**src/rtl/arbitro_tono_if.sv**
```systemverilog
// rtl/arbitro_tono_if.sv - note sources and tone generator bus for arbitro_tono
// master: the sources/generator side; slave: the arbiter.
interface arbitro_tono_if #(
  parameter int DUR_W = 8
);
  logic             tick;
  logic             contar_libre;
  logic [2:0]       nota_libre;
  logic             req_cancion;
  logic [2:0]       nota_cancion;
  logic [DUR_W-1:0] dur_cancion;
  logic             ack_cancion;
  logic             fin_nota;
  logic             aborto;
  logic [2:0]       nota_salida;
  logic             sonar;
  logic             fuente;
  logic             ocupado;

  modport master (
    output tick, contar_libre, nota_libre, req_cancion, nota_cancion, dur_cancion,
    input  ack_cancion, fin_nota, aborto, nota_salida, sonar, fuente, ocupado
  );

  modport slave (
    input  tick, contar_libre, nota_libre, req_cancion, nota_cancion, dur_cancion,
    output ack_cancion, fin_nota, aborto, nota_salida, sonar, fuente, ocupado
  );
endinterface

```
**src/rtl/arbitro_tono.sv**
```systemverilog
// rtl/arbitro_tono.sv - shares one tone generator between free play and the song sequencer
// Free play preempts song notes; song notes are tick-timed and followed by a silent gap.
module arbitro_tono #(
  parameter int DUR_W     = 8,
  parameter int GAP_TICKS = 2
) (
  input  logic          clk,
  input  logic          reset,
  arbitro_tono_if.slave bus
);
  localparam int GAP_W = (GAP_TICKS < 2) ? 1 : $clog2(GAP_TICKS + 1);
  localparam logic [GAP_W-1:0] GAP_LOAD = GAP_W'(GAP_TICKS);
  localparam logic [GAP_W-1:0] GAP_ONE  = GAP_W'(1);
  localparam logic [DUR_W-1:0] DUR_ONE  = DUR_W'(1);

  typedef enum logic [1:0] {
    IDLE     = 2'd0,
    LIBRE    = 2'd1,
    CANCION  = 2'd2,
    SILENCIO = 2'd3
  } state_t;

  state_t           state_q, state_d;
  logic [DUR_W-1:0] cnt_q, cnt_d;
  logic [GAP_W-1:0] gap_q, gap_d;
  logic             ack_q, ack_d;
  logic             fin_q, fin_d;
  logic             aborto_q, aborto_d;
  logic [2:0]       nota_q, nota_d;
  logic             sonar_q, sonar_d;
  logic             fuente_q, fuente_d;
  logic             ocupado_q, ocupado_d;

  always_ff @(posedge clk or posedge reset) begin
    if (reset) begin
      state_q   <= IDLE;
      cnt_q     <= '0;
      gap_q     <= '0;
      ack_q     <= 1'b0;
      fin_q     <= 1'b0;
      aborto_q  <= 1'b0;
      nota_q    <= 3'd0;
      sonar_q   <= 1'b0;
      fuente_q  <= 1'b0;
      ocupado_q <= 1'b0;
    end else begin
      state_q   <= state_d;
      cnt_q     <= cnt_d;
      gap_q     <= gap_d;
      ack_q     <= ack_d;
      fin_q     <= fin_d;
      aborto_q  <= aborto_d;
      nota_q    <= nota_d;
      sonar_q   <= sonar_d;
      fuente_q  <= fuente_d;
      ocupado_q <= ocupado_d;
    end
  end

  always_comb begin
    state_d  = state_q;
    cnt_d    = cnt_q;
    gap_d    = gap_q;
    ack_d    = 1'b0;
    fin_d    = 1'b0;
    aborto_d = 1'b0;
    nota_d   = 3'd0;
    sonar_d  = 1'b0;
    case (state_q)
      IDLE: begin
        if (bus.contar_libre) begin
          state_d = LIBRE;
          nota_d  = bus.nota_libre;
          sonar_d = (bus.nota_libre != 3'd0);
        end else if (bus.req_cancion) begin
          state_d = CANCION;
          ack_d   = 1'b1;
          nota_d  = bus.nota_cancion;
          sonar_d = (bus.nota_cancion != 3'd0);
          cnt_d   = (bus.dur_cancion == '0) ? DUR_ONE : bus.dur_cancion;
        end
      end
      LIBRE: begin
        if (bus.contar_libre) begin
          nota_d  = bus.nota_libre;
          sonar_d = (bus.nota_libre != 3'd0);
        end else begin
          state_d = IDLE;
        end
      end
      CANCION: begin
        nota_d  = nota_q;
        sonar_d = sonar_q;
        // Preemption is checked before tick so a last-tick collision still aborts.
        if (bus.contar_libre) begin
          state_d  = LIBRE;
          aborto_d = 1'b1;
          cnt_d    = '0;
          nota_d   = bus.nota_libre;
          sonar_d  = (bus.nota_libre != 3'd0);
        end else if (bus.tick) begin
          if (cnt_q <= DUR_ONE) begin
            fin_d   = 1'b1;
            cnt_d   = '0;
            nota_d  = 3'd0;
            sonar_d = 1'b0;
            if (GAP_TICKS == 0) begin
              state_d = IDLE;
            end else begin
              state_d = SILENCIO;
              gap_d   = GAP_LOAD;
            end
          end else begin
            cnt_d = cnt_q - DUR_ONE;
          end
        end
      end
      SILENCIO: begin
        if (bus.contar_libre) begin
          state_d = LIBRE;
          gap_d   = '0;
          nota_d  = bus.nota_libre;
          sonar_d = (bus.nota_libre != 3'd0);
        end else if (bus.tick) begin
          if (gap_q <= GAP_ONE) begin
            state_d = IDLE;
            gap_d   = '0;
          end else begin
            gap_d = gap_q - GAP_ONE;
          end
        end
      end
      default: begin
        state_d = IDLE;
        cnt_d   = '0;
        gap_d   = '0;
      end
    endcase
    fuente_d  = (state_d == CANCION) || (state_d == SILENCIO);
    ocupado_d = (state_d != IDLE);
  end

  assign bus.ack_cancion = ack_q;
  assign bus.fin_nota    = fin_q;
  assign bus.aborto      = aborto_q;
  assign bus.nota_salida = nota_q;
  assign bus.sonar       = sonar_q;
  assign bus.fuente      = fuente_q;
  assign bus.ocupado     = ocupado_q;
endmodule
```
**src/flat_wrapper.sv**
```systemverilog
// flat-port wrapper written by rule: the top's interface ports become plain ports
module arbitro_tono_flat 
#(
  parameter int DUR_W     = 8,
  parameter int GAP_TICKS = 2
)
  (clk, reset, bus_tick, bus_contar_libre, bus_nota_libre, bus_req_cancion, bus_nota_cancion, bus_dur_cancion, bus_ack_cancion, bus_fin_nota, bus_aborto, bus_nota_salida, bus_sonar, bus_fuente, bus_ocupado);
  arbitro_tono_if #(.DUR_W(DUR_W)) bus_i ();
  input  logic clk;
  input  logic reset;
  input wire logic [$bits(bus_i.tick)-1:0] bus_tick;
  input wire logic [$bits(bus_i.contar_libre)-1:0] bus_contar_libre;
  input wire logic [$bits(bus_i.nota_libre)-1:0] bus_nota_libre;
  input wire logic [$bits(bus_i.req_cancion)-1:0] bus_req_cancion;
  input wire logic [$bits(bus_i.nota_cancion)-1:0] bus_nota_cancion;
  input wire logic [$bits(bus_i.dur_cancion)-1:0] bus_dur_cancion;
  output wire logic [$bits(bus_i.ack_cancion)-1:0] bus_ack_cancion;
  output wire logic [$bits(bus_i.fin_nota)-1:0] bus_fin_nota;
  output wire logic [$bits(bus_i.aborto)-1:0] bus_aborto;
  output wire logic [$bits(bus_i.nota_salida)-1:0] bus_nota_salida;
  output wire logic [$bits(bus_i.sonar)-1:0] bus_sonar;
  output wire logic [$bits(bus_i.fuente)-1:0] bus_fuente;
  output wire logic [$bits(bus_i.ocupado)-1:0] bus_ocupado;
  assign bus_i.tick = bus_tick;
  assign bus_i.contar_libre = bus_contar_libre;
  assign bus_i.nota_libre = bus_nota_libre;
  assign bus_i.req_cancion = bus_req_cancion;
  assign bus_i.nota_cancion = bus_nota_cancion;
  assign bus_i.dur_cancion = bus_dur_cancion;
  assign bus_ack_cancion = bus_i.ack_cancion;
  assign bus_fin_nota = bus_i.fin_nota;
  assign bus_aborto = bus_i.aborto;
  assign bus_nota_salida = bus_i.nota_salida;
  assign bus_sonar = bus_i.sonar;
  assign bus_fuente = bus_i.fuente;
  assign bus_ocupado = bus_i.ocupado;
  arbitro_tono #(.DUR_W(DUR_W), .GAP_TICKS(GAP_TICKS)) u_core (.clk(clk), .reset(reset), .bus(bus_i));
endmodule
```
**config.mk**
```make
export PLATFORM = sky130hd
export DESIGN_NAME = arbitro_tono_flat
export DESIGN_NICKNAME = d
export VERILOG_FILES = /design/src/rtl/arbitro_tono_if.sv /design/src/rtl/arbitro_tono.sv /design/src/flat_wrapper.sv
export SDC_FILE = /design/constraint.sdc
export NUM_CORES = 1
export LEC_CHECK = 0
export CORE_MARGIN = 2
export CORE_UTILIZATION = 40
export CTS_CLUSTER_DIAMETER = 150
export DETAILED_ROUTE_END_ITERATION = 8
export PLACE_DENSITY = 0.73
export SLEW_MARGIN = 20
export SYNTH_ARGS = -nofsm -noshare
export SYNTH_HDL_FRONTEND = slang
export SYNTH_SLANG_ARGS = --single-unit
```
**constraint.sdc**
```tcl
create_clock -name clk -period 1.9 [get_ports clk]
set_input_delay 0.285 -clock clk [delete_from_list [all_inputs] [get_ports clk]]
set_output_delay 0.285 -clock clk [all_outputs]
set_load 0.05 [all_outputs]
```
## After elaboration in Yosys (flattened, before gate mapping)

Index checks and enable logic that the tools add are counted.
Widths: inputs -> output; s select.

| word-level totals | value |
|---|---|
| bits in registers | 21 |
| input bits | 19 |
| output and inout bits | 9 |

| operators by class | value |
|---|---|
| add/subtract/negate cells | 2 |
| magnitude comparators | 2 |
| equality and inequality tests | 13 |
| multiplexer cells | 47 |
| reductions and logical operators | 12 |

Operators by type and width:

| kind | number |
|---|---|
| $mux 8 | 6 |
| $mux 2 | 15 |
| $mux 3 | 6 |
| $pmux 8 s2 | 1 |
| $mux 1 | 15 |
| $pmux 3 s3 | 1 |
| $eq 2x2->1 const B | 4 |
| $le 8x1->1 const B | 1 |
| $logic_not 8->1 | 1 |
| $ne 2x2->1 const B | 4 |
| $pmux 2 s4 | 1 |
| $sub 8x1->8 const B | 1 |
| $ne 3x3->1 const B | 2 |
| $reduce_bool 2->1 | 3 |
| $reduce_bool 3->1 | 2 |
| $reduce_and 5->1 | 1 |
| $pmux 2 s2 | 1 |
| $reduce_and 4->1 | 1 |
| $ne 3x2->1 const B | 1 |
| $pmux 1 s3 | 1 |
| $eq 2x1->1 const B | 1 |
| $le 2x1->1 const B | 1 |
| $logic_not 2->1 | 1 |
| $ne 2x1->1 const B | 1 |
| 4 further kinds | 4 |

## Longest topological paths before layout

| logic depth | value |
|---|---|
| depth in word-level cells | 7 |
| mapped depth | 7 |
| depth with buffers taken out | 6 |

## Least setup slack after synthesis

Ideal clock, no wire load.

| path | value |
|---|---|
| kind | reg2reg |
| start point | reg u_core.cnt_q[0] |
| end point | reg u_core.sonar_q, in the netlist u_core.bus.sonar |
| data arrival time | 1.715 ns |
| data required time | 1.775 ns |
| path slack | 0.060 ns |
| cell stages (with the launch flop) | 7 |
| buffers on the path | 1 |
| period minus slack after synthesis | 1.840 ns |
| cells stage by stage | dfrtp_1 inv_1 ha_1 or2_2 clkbuf_1 a41oi_2 mux2_2 |

| on the way | value |
|---|---|
| word-level cells in the longest chain between the ends | 3 |

Ends and longest elaborated chain:

| what | line | source |
|---|---|---|
| from (decl) | arbitro_tono.sv:24 | `logic [DUR_W-1:0] cnt_q, cnt_d;` |
| from (signal assigned) | arbitro_tono.sv:48 | `cnt_q <= cnt_d;` |
| $le 8x1->1 | arbitro_tono.sv:102 | `if (cnt_q <= DUR_ONE) begin` |
| $ne 3x2->1 (no source line) | -- |  |
| $reduce_and 2->1 (no source line) | -- |  |
| to (signal assigned) | arbitro_tono.sv:54 | `sonar_q <= sonar_d;` |
| to (decl) | arbitro_tono.sv:30 | `logic sonar_q, sonar_d;` |

Every way passes these cells.
A chain may end at the register's enable or synchronous reset.

## Final worst setup path

| path | value |
|---|---|
| start point | reg u_core.cnt_q[0] |
| end point | reg u_core.cnt_q[5] |

| on the way | value |
|---|---|
| word-level cells in the longest chain between the ends | 5 |
| elaborated cells between the ends (all ways) | 6 |
| those cells by class | 1 x add/sub; 1 x order compare; 4 x mux |

Ends and longest elaborated chain:

| what | line | source |
|---|---|---|
| $sub 8x1->8 / $le 8x1->1 (equally long branches) | arbitro_tono.sv:114, arbitro_tono.sv:102 |  |
| $mux 8 (*) | arbitro_tono.sv:102 |  |
| $mux 8 (*) | arbitro_tono.sv:101 | `end else if (bus.tick) begin` |
| $mux 8 (*) | arbitro_tono.sv:95 | `if (bus.contar_libre) begin` |
| $pmux 8 s2 (*) | arbitro_tono.sv:69 | `case (state_q)` |

Mark *: on every way between the ends. The rest lies on a longest branch, timed or not. The select of a mux whose other input is x is not followed.

==> out/results.md <==
| Result | This run | Unit |
|---|---|---|
| Diodes inserted | 0 | - |
| Core Util, Final | 57.6 | % |
| Chip Width | 57.5 | µm |
| Gr ovfl total | 0 | - |
| Crit share post-route | 93.4 | % |
| Register area share after synthesis | 45.9 | % |
| Final HPWL from detailed placement | 2.18 | mm |
| Status | finished clean | - |
| CTS tree | built | - |
| DIE HEIGHT | 57.5 | µm |
| Async set-reset flop share out of synthesis | 100 | % |
| Mean instance size in the synthesized netlist | 9.71 | µm² |
| Overall fraction of global-route tracks in use | 18.3 | % |
| Relative max-transition margin | 66.3 | % |
| Worst-case clock buffer depth | 2 | - |
| Number of buffers created by CTS | 3 | - |
| CTS HTree Levels | 1 | - |
| Power density over cell area | 773 | nW/µm² |
| Clock edge transition at the registers on the reported setup and hold paths | 0.11 | ns |
| Wire length after detailed routing | 2.80 | mm |
| Post-placement worst setup slack | -0.0351 | ns |
| Kind of critical path | reg -> reg | - |
| Largest net degree at the start of global routing | 22 | - |
| Antenna violations before repair | 0 | - |
| Site row count | 19 | - |
| CP max FO | 6 | - |
| Number of enable-type register cells in the synthesized netlist | 0 | - |
| Syn Nets | 139 | - |
| Cell variety after synth | 42 | - |
| Area of combinational cells with multiple inputs | 563 | µm² |
| Class of the tightest hold or removal check | in -> async | - |
| Layout Skew | 0.00461 | ns |
| Final GP Congestion | 0.937 | - |
| Count of max-cap constraint violations | 0 | - |
| CP Data Required Time | 2.14 | ns |
| Number of vias in the routed layout | 1,103 | - |
| Minimum clock period | 1.78 | ns |
| I/O pin count | 28 | - |
| CP Capture Type | flip-flop | - |
| Register bit count reported by yosys | 21 | - |
| Vias in the first global route | 1,046 | - |
| Root cell of the clock tree | clkbuf_4 | - |
| Arr. time, crit path | 2.01 | ns |
| Min setup slack post-route | 0.125 | ns |
| Sequential cell area in the final layout | 527 | µm² |
| First drt pass iteration count | 4 | - |
| Share of final-layout standard cells stronger than drive strength 1 | 16.4 | % |
| Starting utilization of the core area | 41.9 | % |
| Cell area after synthesis | 1150 | µm² |
| Area of the core region | 2730 | µm² |
| Via density per instance | 5.81 | - |
| Quantity of hold-fixing buffers added after cts | 0 | - |
| Count of filler cells inserted in the layout | 239 | - |
| Slew at the pin with the worst max-slew slack | 0.504 | ns |
| Count of input and output buffers | 27 | - |
| Total DRC errors in the routed layout | 0 | - |
| Number of routed nets with antenna violations | 0 | - |
| Critical path launch point type | flip-flop | - |
| Number of violations reported at the end of detailed-routing iteration 0 | 44 | - |
| Max IR drop VDD | 609 | µV |
| Final max-slew violation count | 0 | - |
| Leakage dissipation | 0.000669 | µW |
| Number of hold violations in the final report | 0 | - |
| Gate count of the mapped netlist | 118 | - |
| Net count, final | 181 | - |
| Clock latency of the later-clocked register in the worst-skew pair | 0.31 | ns |
| First-pass GRT wire length | 4.79 | mm |
| Area growth from synthesis to layout | 37.4 | % |
| Final setup vio count | 0 | - |
| Average wire per standard cell | 14.7 | µm |
| Number of clock sinks | 21 | - |
| Ys flop type | dfrtp_1 | - |
| Fmax | 0.563 | GHz |
| Area of the die | 3310 | µm² |
| Number of warning messages in the yosys log | 0 | - |
==> critical path: stages, from the launching register on <==
cell,delay (ns)
dfrtp_2,0.40
inv_1,0.06
ha_1,0.20
or2_2,0.35
a31o_1,0.29
o31a_1,0.25
o22ai_1,0.15
==> routing by layer <==
layer	global-route usage, %	up-vias	wire length, µm
li1	-	529	-
met1	24.7	535	1310
met2	30.4	35	1330
met3	2.72	4	128
met4	4.98	0	38
met5	0	-	0
==> Yosys cell counts (2+ instances only) <==
cell type  number  share of area [%]
inv_1          10                3.3
nor3_1          3                1.3
a222oi_1        3                2.6
nor2_1         10                3.3
nand2_1         7                2.3
clkbuf_1        4                1.3
a32oi_1         4                3.1
o21ai_0        12                5.2
and2_1          2                1.1
o31ai_1         2                1.3
a21oi_1         2               0.87
nor4_1          2                1.1
a31oi_1         2                1.1
ha_1            2                2.2
o2bb2ai_1       4                3.1
o22ai_1         2                1.1
dfrtp_1        21                 46
o21ai_1         2               0.87
==> flip-flops by register name, indices dropped and copies added (netlist names) <==
signal / flops
u_core.bus.fuente: 1
u_core.bus.sonar: 1
u_core.bus.ack_cancion: 1
u_core.cnt_q: 8
u_core.bus.nota_salida: 3
u_core.gap_q: 2
u_core.bus.ocupado: 1
u_core.bus.fin_nota: 1
u_core.bus.aborto: 1
u_core.state_q: 2
==> final timing paths <==
| check | end | cells past startpoint | start | slack [ns] |
|---|---|---|---|---|
| worst max-delay path | u_core.cnt_q[5]$_DFFE_PP0P_ | 6 | u_core.cnt_q[0]$_DFFE_PP0P_ | 0.12 |
| max in group asynchronous | u_core.cnt_q[0]$_DFFE_PP0P_ | 3 | reset | 1.38 |
| min in group clk | u_core.gap_q[0]$_DFFE_PP0P_ | 1 | u_core.gap_q[0]$_DFFE_PP0P_ | 0.49 |
| worst max register to register | u_core.cnt_q[5]$_DFFE_PP0P_ | 6 | u_core.cnt_q[0]$_DFFE_PP0P_ | 0.12 |
| worst min-delay path | u_core.bus.nota_salida[1]$_DFFE_PP0P_ | 3 | reset | 0.29 |
| worst min register to register | u_core.gap_q[0]$_DFFE_PP0P_ | 1 | u_core.gap_q[0]$_DFFE_PP0P_ | 0.49 |
==> kinds of logic (layout without fill, tap and decap cells) <==
group,after synthesis,after routing,synth area share (%)
and+or+nand+nor,35,35,17.7
DFF,21,21,45.9
buffers and inverters,15,56,5.02
AOI/OAI and AO/OA,44,44,28.3
muxes,1,1,0.982
adders and majority gates,2,2,2.18
==> repair_timing <==
item                       CTS  global route
resized for setup            0             1
setup buffers                0             1
setup endpoints to repair    0             7
==> area by class of cell <==
cell class              instances  share of cell area, %
inverters                      10                   2.38
repair buffers                 42                   24.3
clock buffers                   4                   1.67
multi-input cells              82                   35.7
flip-flops and latches         21                   33.4
well taps                      31                   2.46
==> cell usage in the layout, fill, tap and decap left out, types with 2 or more instances in the layout <==
cell and instances:
o2bb2ai_1 4, buf_4 15, a31oi_1 2, nor3_1 3, nor4_1 2, a21oi_1 2
clkbuf_4 3, nor2_1 10, clkdlybuf4s50_1 27, o31ai_1 2, o22ai_1 2, o21ai_0 12
a222oi_1 3, dfrtp_1 20, a32oi_1 4, nand2_1 7, and2_1 2, o21ai_1 2
inv_1 10, ha_1 2
==> per-stage QoR <==
step	power, µW	instance area [µm²]	TNS, ns	hold WS, ns	instances
2_1_floorplan	814	1150	0	0.262	118
3_3_place_gp	991	1540	-0.00167	0.465	185
3_5_place_dp	999	1540	-0.0446	0.475	185
4_1_cts	1220	1570	0	0.281	189
5_1_grt	1300	1580	-0.00432	0.325	190
6_report	1220	1580	0	0.285	190
==> where the power goes <==
group          leakage, µW  switching (µW)  internal (µW)
logic             0.000388             234            202
clock network    0.0000150             134           82.0
registers         0.000266            62.6            504
Note: power is estimated with default switching activity, not from simulation.
